--- config.mk ---
export PLATFORM = sky130hd
export DESIGN_NAME = adc_serial_emu_flat
export DESIGN_NICKNAME = d
export VERILOG_FILES = /design/src/rtl/adc_serial_emu_if.sv /design/src/rtl/adc_serial_emu.sv /design/src/flat_wrapper.sv
export SDC_FILE = /design/constraint.sdc
export NUM_CORES = 1
export LEC_CHECK = 0
export BUFFER_PORTS_ARGS = -buffer_cell sky130_fd_sc_hd__buf_2
export CAP_MARGIN = 20
export CORE_ASPECT_RATIO = 0.8
export CORE_MARGIN = 1.5
export CORE_UTILIZATION = 63
export CTS_CLUSTER_DIAMETER = 120
export DETAILED_ROUTE_END_ITERATION = 12
export GPL_TIMING_DRIVEN = 0
export HOLD_SLACK_MARGIN = 0.06
export PLACE_DENSITY = 0.83
export SLEW_MARGIN = 5
export SYNTH_ARGS = -nofsm -noshare
export SYNTH_HDL_FRONTEND = slang
export SYNTH_SLANG_ARGS = --single-unit
--- constraint.sdc ---
create_clock -name weClk -period 7.7 [get_ports weClk]
set_input_delay 1.54 -clock weClk [delete_from_list [all_inputs] [get_ports weClk]]
set_output_delay 1.54 -clock weClk [all_outputs]
set_load 0.005 [all_outputs]
--- src/rtl/adc_serial_emu_if.sv ---
// rtl/adc_serial_emu_if.sv - WETOP control inputs and serial ADC outputs of the emulated converter
interface adc_serial_emu_if #(
    parameter int DATA_W = 16
);
    logic              rst_adc;
    logic              slp;
    logic [1:0]        pattern_sel;
    logic [DATA_W-1:0] cfg_const;
    logic              clk_s_d_out;
    logic              dout;
    logic              busy;
    logic [31:0]       frame_cnt;

    // master is the emulated converter, slave is the WETOP capture side
    modport master (
        input  rst_adc, slp, pattern_sel, cfg_const,
        output clk_s_d_out, dout, busy, frame_cnt
    );

    modport slave (
        output rst_adc, slp, pattern_sel, cfg_const,
        input  clk_s_d_out, dout, busy, frame_cnt
    );
endinterface

--- src/rtl/adc_serial_emu.sv ---
// rtl/adc_serial_emu.sv - cycle-accurate sigma-delta ADC serial port emulator with deterministic patterns
module adc_serial_emu #(
    parameter int                DATA_W    = 16,
    parameter int                WAKE_CYC  = 8,
    parameter int                GAP_CYC   = 4,
    parameter logic [DATA_W-1:0] LFSR_SEED = 16'hACE1
) (
    input  logic             weClk,
    input  logic             rst_we,
    adc_serial_emu_if.master bus
);

    localparam int WAKE_W = $clog2(WAKE_CYC + 1);
    localparam int GAP_W  = $clog2(GAP_CYC + 1);
    localparam int BIT_W  = $clog2(DATA_W);
    localparam logic [DATA_W-1:0] ALT_INIT = {(DATA_W/2){2'b10}};

    typedef enum logic [1:0] {
        ST_SLEEP = 2'd0,
        ST_WAKE  = 2'd1,
        ST_SHIFT = 2'd2,
        ST_GAP   = 2'd3
    } state_t;

    state_t             state_q, state_d;
    logic [WAKE_W-1:0]  wake_cnt_q, wake_cnt_d;
    logic [GAP_W-1:0]   gap_cnt_q, gap_cnt_d;
    logic [BIT_W-1:0]   bit_idx_q, bit_idx_d;
    logic               phase_q, phase_d;
    logic [DATA_W-1:0]  shreg_q, shreg_d;
    logic [DATA_W-1:0]  ramp_q, ramp_d;
    logic [DATA_W-1:0]  lfsr_q, lfsr_d;
    logic [DATA_W-1:0]  alt_q, alt_d;
    logic [31:0]        frame_cnt_q, frame_cnt_d;
    logic               sclk_q, sclk_d;
    logic               dout_q, dout_d;
    logic               busy_q, busy_d;
    logic [DATA_W-1:0]  gen_val;
    logic               lfsr_fb;
    logic               load;

    assign lfsr_fb = lfsr_q[DATA_W-1] ^ lfsr_q[DATA_W-3] ^ lfsr_q[DATA_W-4] ^ lfsr_q[DATA_W-6];

    always_comb begin
        gen_val = ramp_q;
        case (bus.pattern_sel)
            2'd1:    gen_val = lfsr_q;
            2'd2:    gen_val = bus.cfg_const;
            2'd3:    gen_val = alt_q;
            default: gen_val = ramp_q;
        endcase
    end

    // Outputs are computed from the next state so they change on the same edge as the state
    always_comb begin
        state_d     = state_q;
        wake_cnt_d  = wake_cnt_q;
        gap_cnt_d   = gap_cnt_q;
        bit_idx_d   = bit_idx_q;
        phase_d     = phase_q;
        shreg_d     = shreg_q;
        ramp_d      = ramp_q;
        lfsr_d      = lfsr_q;
        alt_d       = alt_q;
        frame_cnt_d = frame_cnt_q;
        sclk_d      = 1'b0;
        dout_d      = 1'b0;
        load        = 1'b0;

        case (state_q)
            ST_SLEEP: begin
                if (!bus.slp) begin
                    state_d    = ST_WAKE;
                    wake_cnt_d = '0;
                end
            end
            ST_WAKE: begin
                if (bus.slp)                                   state_d    = ST_SLEEP;
                else if (wake_cnt_q == WAKE_W'(WAKE_CYC))       load       = 1'b1;
                else                                           wake_cnt_d = wake_cnt_q + 1'b1;
            end
            ST_SHIFT: begin
                if (!phase_q) begin
                    phase_d = 1'b1;
                    sclk_d  = 1'b1;
                    dout_d  = shreg_q[DATA_W-1];
                end else if (bit_idx_q == BIT_W'(DATA_W - 1)) begin
                    // every generator steps on frame completion, selected or not
                    state_d     = ST_GAP;
                    gap_cnt_d   = '0;
                    frame_cnt_d = frame_cnt_q + 32'd1;
                    ramp_d      = ramp_q + 1'b1;
                    lfsr_d      = {lfsr_q[DATA_W-2:0], lfsr_fb};
                    alt_d       = ~alt_q;
                end else begin
                    phase_d   = 1'b0;
                    bit_idx_d = bit_idx_q + 1'b1;
                    shreg_d   = shreg_q << 1;
                    dout_d    = shreg_q[DATA_W-2];
                end
            end
            ST_GAP: begin
                if (bus.slp)                                   state_d   = ST_SLEEP;
                else if (gap_cnt_q == GAP_W'(GAP_CYC - 1))      load      = 1'b1;
                else                                           gap_cnt_d = gap_cnt_q + 1'b1;
            end
            default: state_d = ST_SLEEP;
        endcase

        if (load) begin
            state_d   = ST_SHIFT;
            shreg_d   = gen_val;
            bit_idx_d = '0;
            phase_d   = 1'b0;
            dout_d    = gen_val[DATA_W-1];
        end

        if (bus.rst_adc) begin
            state_d     = ST_SLEEP;
            wake_cnt_d  = '0;
            gap_cnt_d   = '0;
            bit_idx_d   = '0;
            phase_d     = 1'b0;
            shreg_d     = '0;
            ramp_d      = '0;
            lfsr_d      = LFSR_SEED;
            alt_d       = ALT_INIT;
            frame_cnt_d = '0;
            sclk_d      = 1'b0;
            dout_d      = 1'b0;
        end

        busy_d = (state_d != ST_SLEEP);
    end

    always_ff @(posedge weClk or posedge rst_we) begin
        if (rst_we) begin
            state_q     <= ST_SLEEP;
            wake_cnt_q  <= '0;
            gap_cnt_q   <= '0;
            bit_idx_q   <= '0;
            phase_q     <= 1'b0;
            shreg_q     <= '0;
            ramp_q      <= '0;
            lfsr_q      <= LFSR_SEED;
            alt_q       <= ALT_INIT;
            frame_cnt_q <= '0;
            sclk_q      <= 1'b0;
            dout_q      <= 1'b0;
            busy_q      <= 1'b0;
        end else begin
            state_q     <= state_d;
            wake_cnt_q  <= wake_cnt_d;
            gap_cnt_q   <= gap_cnt_d;
            bit_idx_q   <= bit_idx_d;
            phase_q     <= phase_d;
            shreg_q     <= shreg_d;
            ramp_q      <= ramp_d;
            lfsr_q      <= lfsr_d;
            alt_q       <= alt_d;
            frame_cnt_q <= frame_cnt_d;
            sclk_q      <= sclk_d;
            dout_q      <= dout_d;
            busy_q      <= busy_d;
        end
    end

    assign bus.clk_s_d_out = sclk_q;
    assign bus.dout        = dout_q;
    assign bus.busy        = busy_q;
    assign bus.frame_cnt   = frame_cnt_q;

endmodule

--- src/flat_wrapper.sv ---
// flat-port wrapper written by rule: the top's interface ports become plain ports
module adc_serial_emu_flat 
#(
    parameter int                DATA_W    = 16,
    parameter int                WAKE_CYC  = 8,
    parameter int                GAP_CYC   = 4,
    parameter logic [DATA_W-1:0] LFSR_SEED = 16'hACE1
)
  (weClk, rst_we, bus_rst_adc, bus_slp, bus_pattern_sel, bus_cfg_const, bus_clk_s_d_out, bus_dout, bus_busy, bus_frame_cnt);
  adc_serial_emu_if #(.DATA_W(DATA_W)) bus_i ();
  input  logic weClk;
  input  logic rst_we;
  input wire logic [$bits(bus_i.rst_adc)-1:0] bus_rst_adc;
  input wire logic [$bits(bus_i.slp)-1:0] bus_slp;
  input wire logic [$bits(bus_i.pattern_sel)-1:0] bus_pattern_sel;
  input wire logic [$bits(bus_i.cfg_const)-1:0] bus_cfg_const;
  output wire logic [$bits(bus_i.clk_s_d_out)-1:0] bus_clk_s_d_out;
  output wire logic [$bits(bus_i.dout)-1:0] bus_dout;
  output wire logic [$bits(bus_i.busy)-1:0] bus_busy;
  output wire logic [$bits(bus_i.frame_cnt)-1:0] bus_frame_cnt;
  assign bus_i.rst_adc = bus_rst_adc;
  assign bus_i.slp = bus_slp;
  assign bus_i.pattern_sel = bus_pattern_sel;
  assign bus_i.cfg_const = bus_cfg_const;
  assign bus_clk_s_d_out = bus_i.clk_s_d_out;
  assign bus_dout = bus_i.dout;
  assign bus_busy = bus_i.busy;
  assign bus_frame_cnt = bus_i.frame_cnt;
  adc_serial_emu #(.DATA_W(DATA_W), .WAKE_CYC(WAKE_CYC), .GAP_CYC(GAP_CYC), .LFSR_SEED(LFSR_SEED)) u_core (.weClk(weClk), .rst_we(rst_we), .bus(bus_i));
endmodule
==> metrics.md <==
| Metric | Value |
|---|---|
| Status | `finished clean` |
| First-pass GRT wire length | `23,300 um` |
| DIE AREA | `9720 um^2` |
| Post-Synthesis Cells | `571` |
| RSZ-0062 raised after global routing | `no` |
| DRT Pass-1 Iters | `6` |
| Die extent in x | `110 um` |
| Leak | `0.00292 uW` |
| Hold Path Class | `reg -> reg` |
| Worst-Skew Late Latency | `0.41 ns` |
| Antenna diodes | `0` |
| CTS root buf | `clkbuf_16` |
| Post-placement cell area | `6190 um^2` |
| Post-route minimum period | `2.79 ns` |
| Setup Buffers After CTS | `0` |
| PD cells | `214 nW/um^2` |
| Top post-synthesis cells by area | `dfrtp_1 42%, dfstp_2 7.3%, xnor2_1 6.7%` |
| Worst hold slack | `0.499 ns` |
| Peak VDD IR | `0.284 mV` |
| Setup crit start | `bus_pattern_sel[1]` |
| Critical Path RT | `7.96 ns` |
| Register area share after synthesis | `0.495` |
| Min-Delay Endpoint | `u_core.lfsr_q[6]$_DFFE_PP1P_` |
| R2r setup slk | `5.37 ns` |
| GPL Wtd Cong | `0.863` |
| Num CTS Buffers | `17` |
| Final Cell Area | `6800 um^2` |
| Maxcap violations | `0` |
| CP Capture Type | `flop` |
| Drt wl/cell | `18.9 um` |
| Yosys top cell by area | `dfrtp_1` |
| Layout area overhead | `18.1%` |
| Initial antenna violation count | `0` |
| Mean area per synthesized cell | `10.1 um^2` |
| Hold path cells | `2` |
| Clk sink count | `113` |
| Clock Tree Buf Depth | `2` |
| Setup TNS | `0 ns` |
| Top cell type's share of synthesized area | `0.422` |
| Setup WS post-layout | `4.91 ns` |
| Post-DRT Antenna Nets | `0` |
| Fillers | `525` |
| Layout Skew | `0.0103 ns` |
| Initial Util | `0.664` |
| Count of nets after finishing | `673` |
| Worst R2R Start | `u_core.state_q[0]$_DFF_PP0_` |
| Setup violators final | `0` |
| Synthesized area | `5750 um^2` |
| Commonest non-fill, non-tap cells in the layout | `97 x dfrtp_1, 77 x nor2_1, 65 x nand2_1` |
| Share of cells above drive strength 1 | `0.204` |
| CTS tree | `yes` |
| Mapped Nets | `600` |
| Tot GR Track Use | `0.325` |
| Hold-fix buffers at CTS | `0` |
| Largest net degree at the start of global routing | `79` |
| Core area | `8670 um^2` |
| Hold path start | `u_core.lfsr_q[5]$_DFFE_PP1P_` |
| Vias in the first global route | `4,726` |
| Leading cell type in the layout, fill and taps excluded | `dfrtp_1` |
| Port bufs | `53` |
| Via-per-instance ratio | `6.25` |
| Clock-pin slew on the worst setup and hold paths | `0.05 ns` |
| Vias | `4,808` |
| DR iter-0 viols | `509` |
| Worst r2r dst | `u_core.bus.frame_cnt[13]$_DFFE_PP0P_` |
| Seq cells post-synth | `113` |
| Die height | `88.5 um` |
| CP startpoint kind | `input port` |
| Critical setup path kind | `in -> reg` |
| Fmax achieved | `358 MHz` |
| Place WS | `4.53 ns` |
| HPWL Detailed | `9840 um` |
| Ys Warns | `0` |
| Slew headroom | `0.375` |
| Yosys cell types | `44` |
| Worst Max-Slew Pin Slew | `0.928 ns` |
| Part of the cycle the worst path needs | `0.363` |
| Num rows | `30` |
| H-tree depth | `4` |
| Reg2reg path depth | `7` |
| Top Ports | `57` |
| Post-cts resize count | `0` |
| CP Max Fanout | `10` |
| Critical path arrival | `3.05 ns` |
| Hold Vio Cnt, Final | `0` |
| Grt total ovfl | `0` |
| Fin util | `0.784` |
| Final wirelength | `14,500 um` |
| DRC violations left | `0` |
| Final Max Tran Viols | `0` |
==> registers in the layout, indices dropped and copies added, names as in the netlist <==
signal,cells
u_core.alt_q,16
u_core.bit_idx_q,4
u_core.bus.busy,1
u_core.bus.clk_s_d_out,1
u_core.bus.dout,1
u_core.bus.frame_cnt,32
u_core.gap_cnt_q,3
u_core.lfsr_q,16
u_core.phase_q,1
u_core.ramp_q,16
u_core.shreg_q,16
u_core.state_q,2
u_core.wake_cnt_q,4
==> per-layer routing <==
layer  part of all wire  up-vias  GRT usage
met5                  0        -          0
met4              0.025        0      0.133
met3              0.096       43     0.0979
met2               0.47      270      0.491
met1               0.41     2372      0.443
li1                   -     2123          -
==> worst max-delay path by stage <==
stage / cells past startpoint / end
floorplan: 1 / u_core.alt_q[0]$_DFFE_PP0P_
global placement: 2 / u_core.alt_q[10]$_DFFE_PP0P_
detailed placement: 5 / u_core.shreg_q[8]$_DFFE_PP0P_
CTS: 5 / u_core.shreg_q[8]$_DFFE_PP0P_
global route: 5 / u_core.shreg_q[8]$_DFFE_PP0P_
finish: 5 / u_core.shreg_q[8]$_DFFE_PP0P_
==> through the flow <==
stage	instances	power, uW
5_1_grt	769	1490
3_3_place_gp	736	660
3_5_place_dp	737	663
4_1_cts	769	1450
2_1_floorplan	571	641
6_report	769	1460
==> cells in the mapped netlist <==
cell,n
nand4b_1,2
and2_1,4
o211ai_1,1
nor2_2,1
nor2_1,77
buf_4,1
buf_2,11
nor4_1,8
nand4_1,19
nor4_2,1
o21ai_0,9
xor2_1,18
or4_1,2
nand4bb_1,1
or3_1,6
a21o_1,2
or2_2,4
inv_1,11
a211oi_1,15
nand3_1,23
o22ai_1,2
and3b_1,1
o31ai_1,3
nand2b_1,4
nand4_2,1
nand3b_1,2
nor2b_1,1
a21oi_1,25
nand2_1,65
a22oi_1,2
and3_1,5
and4_1,2
dfrtp_1,97
clkbuf_1,24
ha_1,7
nor3b_1,2
mux2i_1,16
nor3_1,17
or3_2,1
a21boi_0,1
and2b_1,1
mux4_2,16
xnor2_1,44
dfstp_2,16
==> logic make-up after synthesis <==
logic type      synth area share
simple gates               0.208
buf+inv                   0.0337
flops                      0.495
fa+ha+maj                 0.0152
mux                       0.0905
xor+xnor                  0.0944
compound gates            0.0631
==> power by group <==
part / internal, uW / switching, uW
Sequential: 596 / 0.569
Clock: 541 / 260
Combinational: 18.3 / 39.2
Total: 1160 / 300
==> worst max-delay path, cell delays in order <==
cell	delay (ns)
clkbuf_1	0.35
clkbuf_1	0.53
mux4_2	0.44
nor2_1	0.13
a211oi_1	0.07
==> layout make-up <==
cell class	instances	area (um^2)	share of cell area
Inverter	11	46.3	0.00681
Tap cell	112	140	0.0206
Multi-Input combinational cell	411	2710	0.399
Buffer	36	153	0.0225
Sequential cell	113	2850	0.419
Timing Repair Buffer	54	293	0.0431
Clock buffer	26	499	0.0735
Clock inverter	6	105	0.0155
Power figures use the tool's default switching activity.
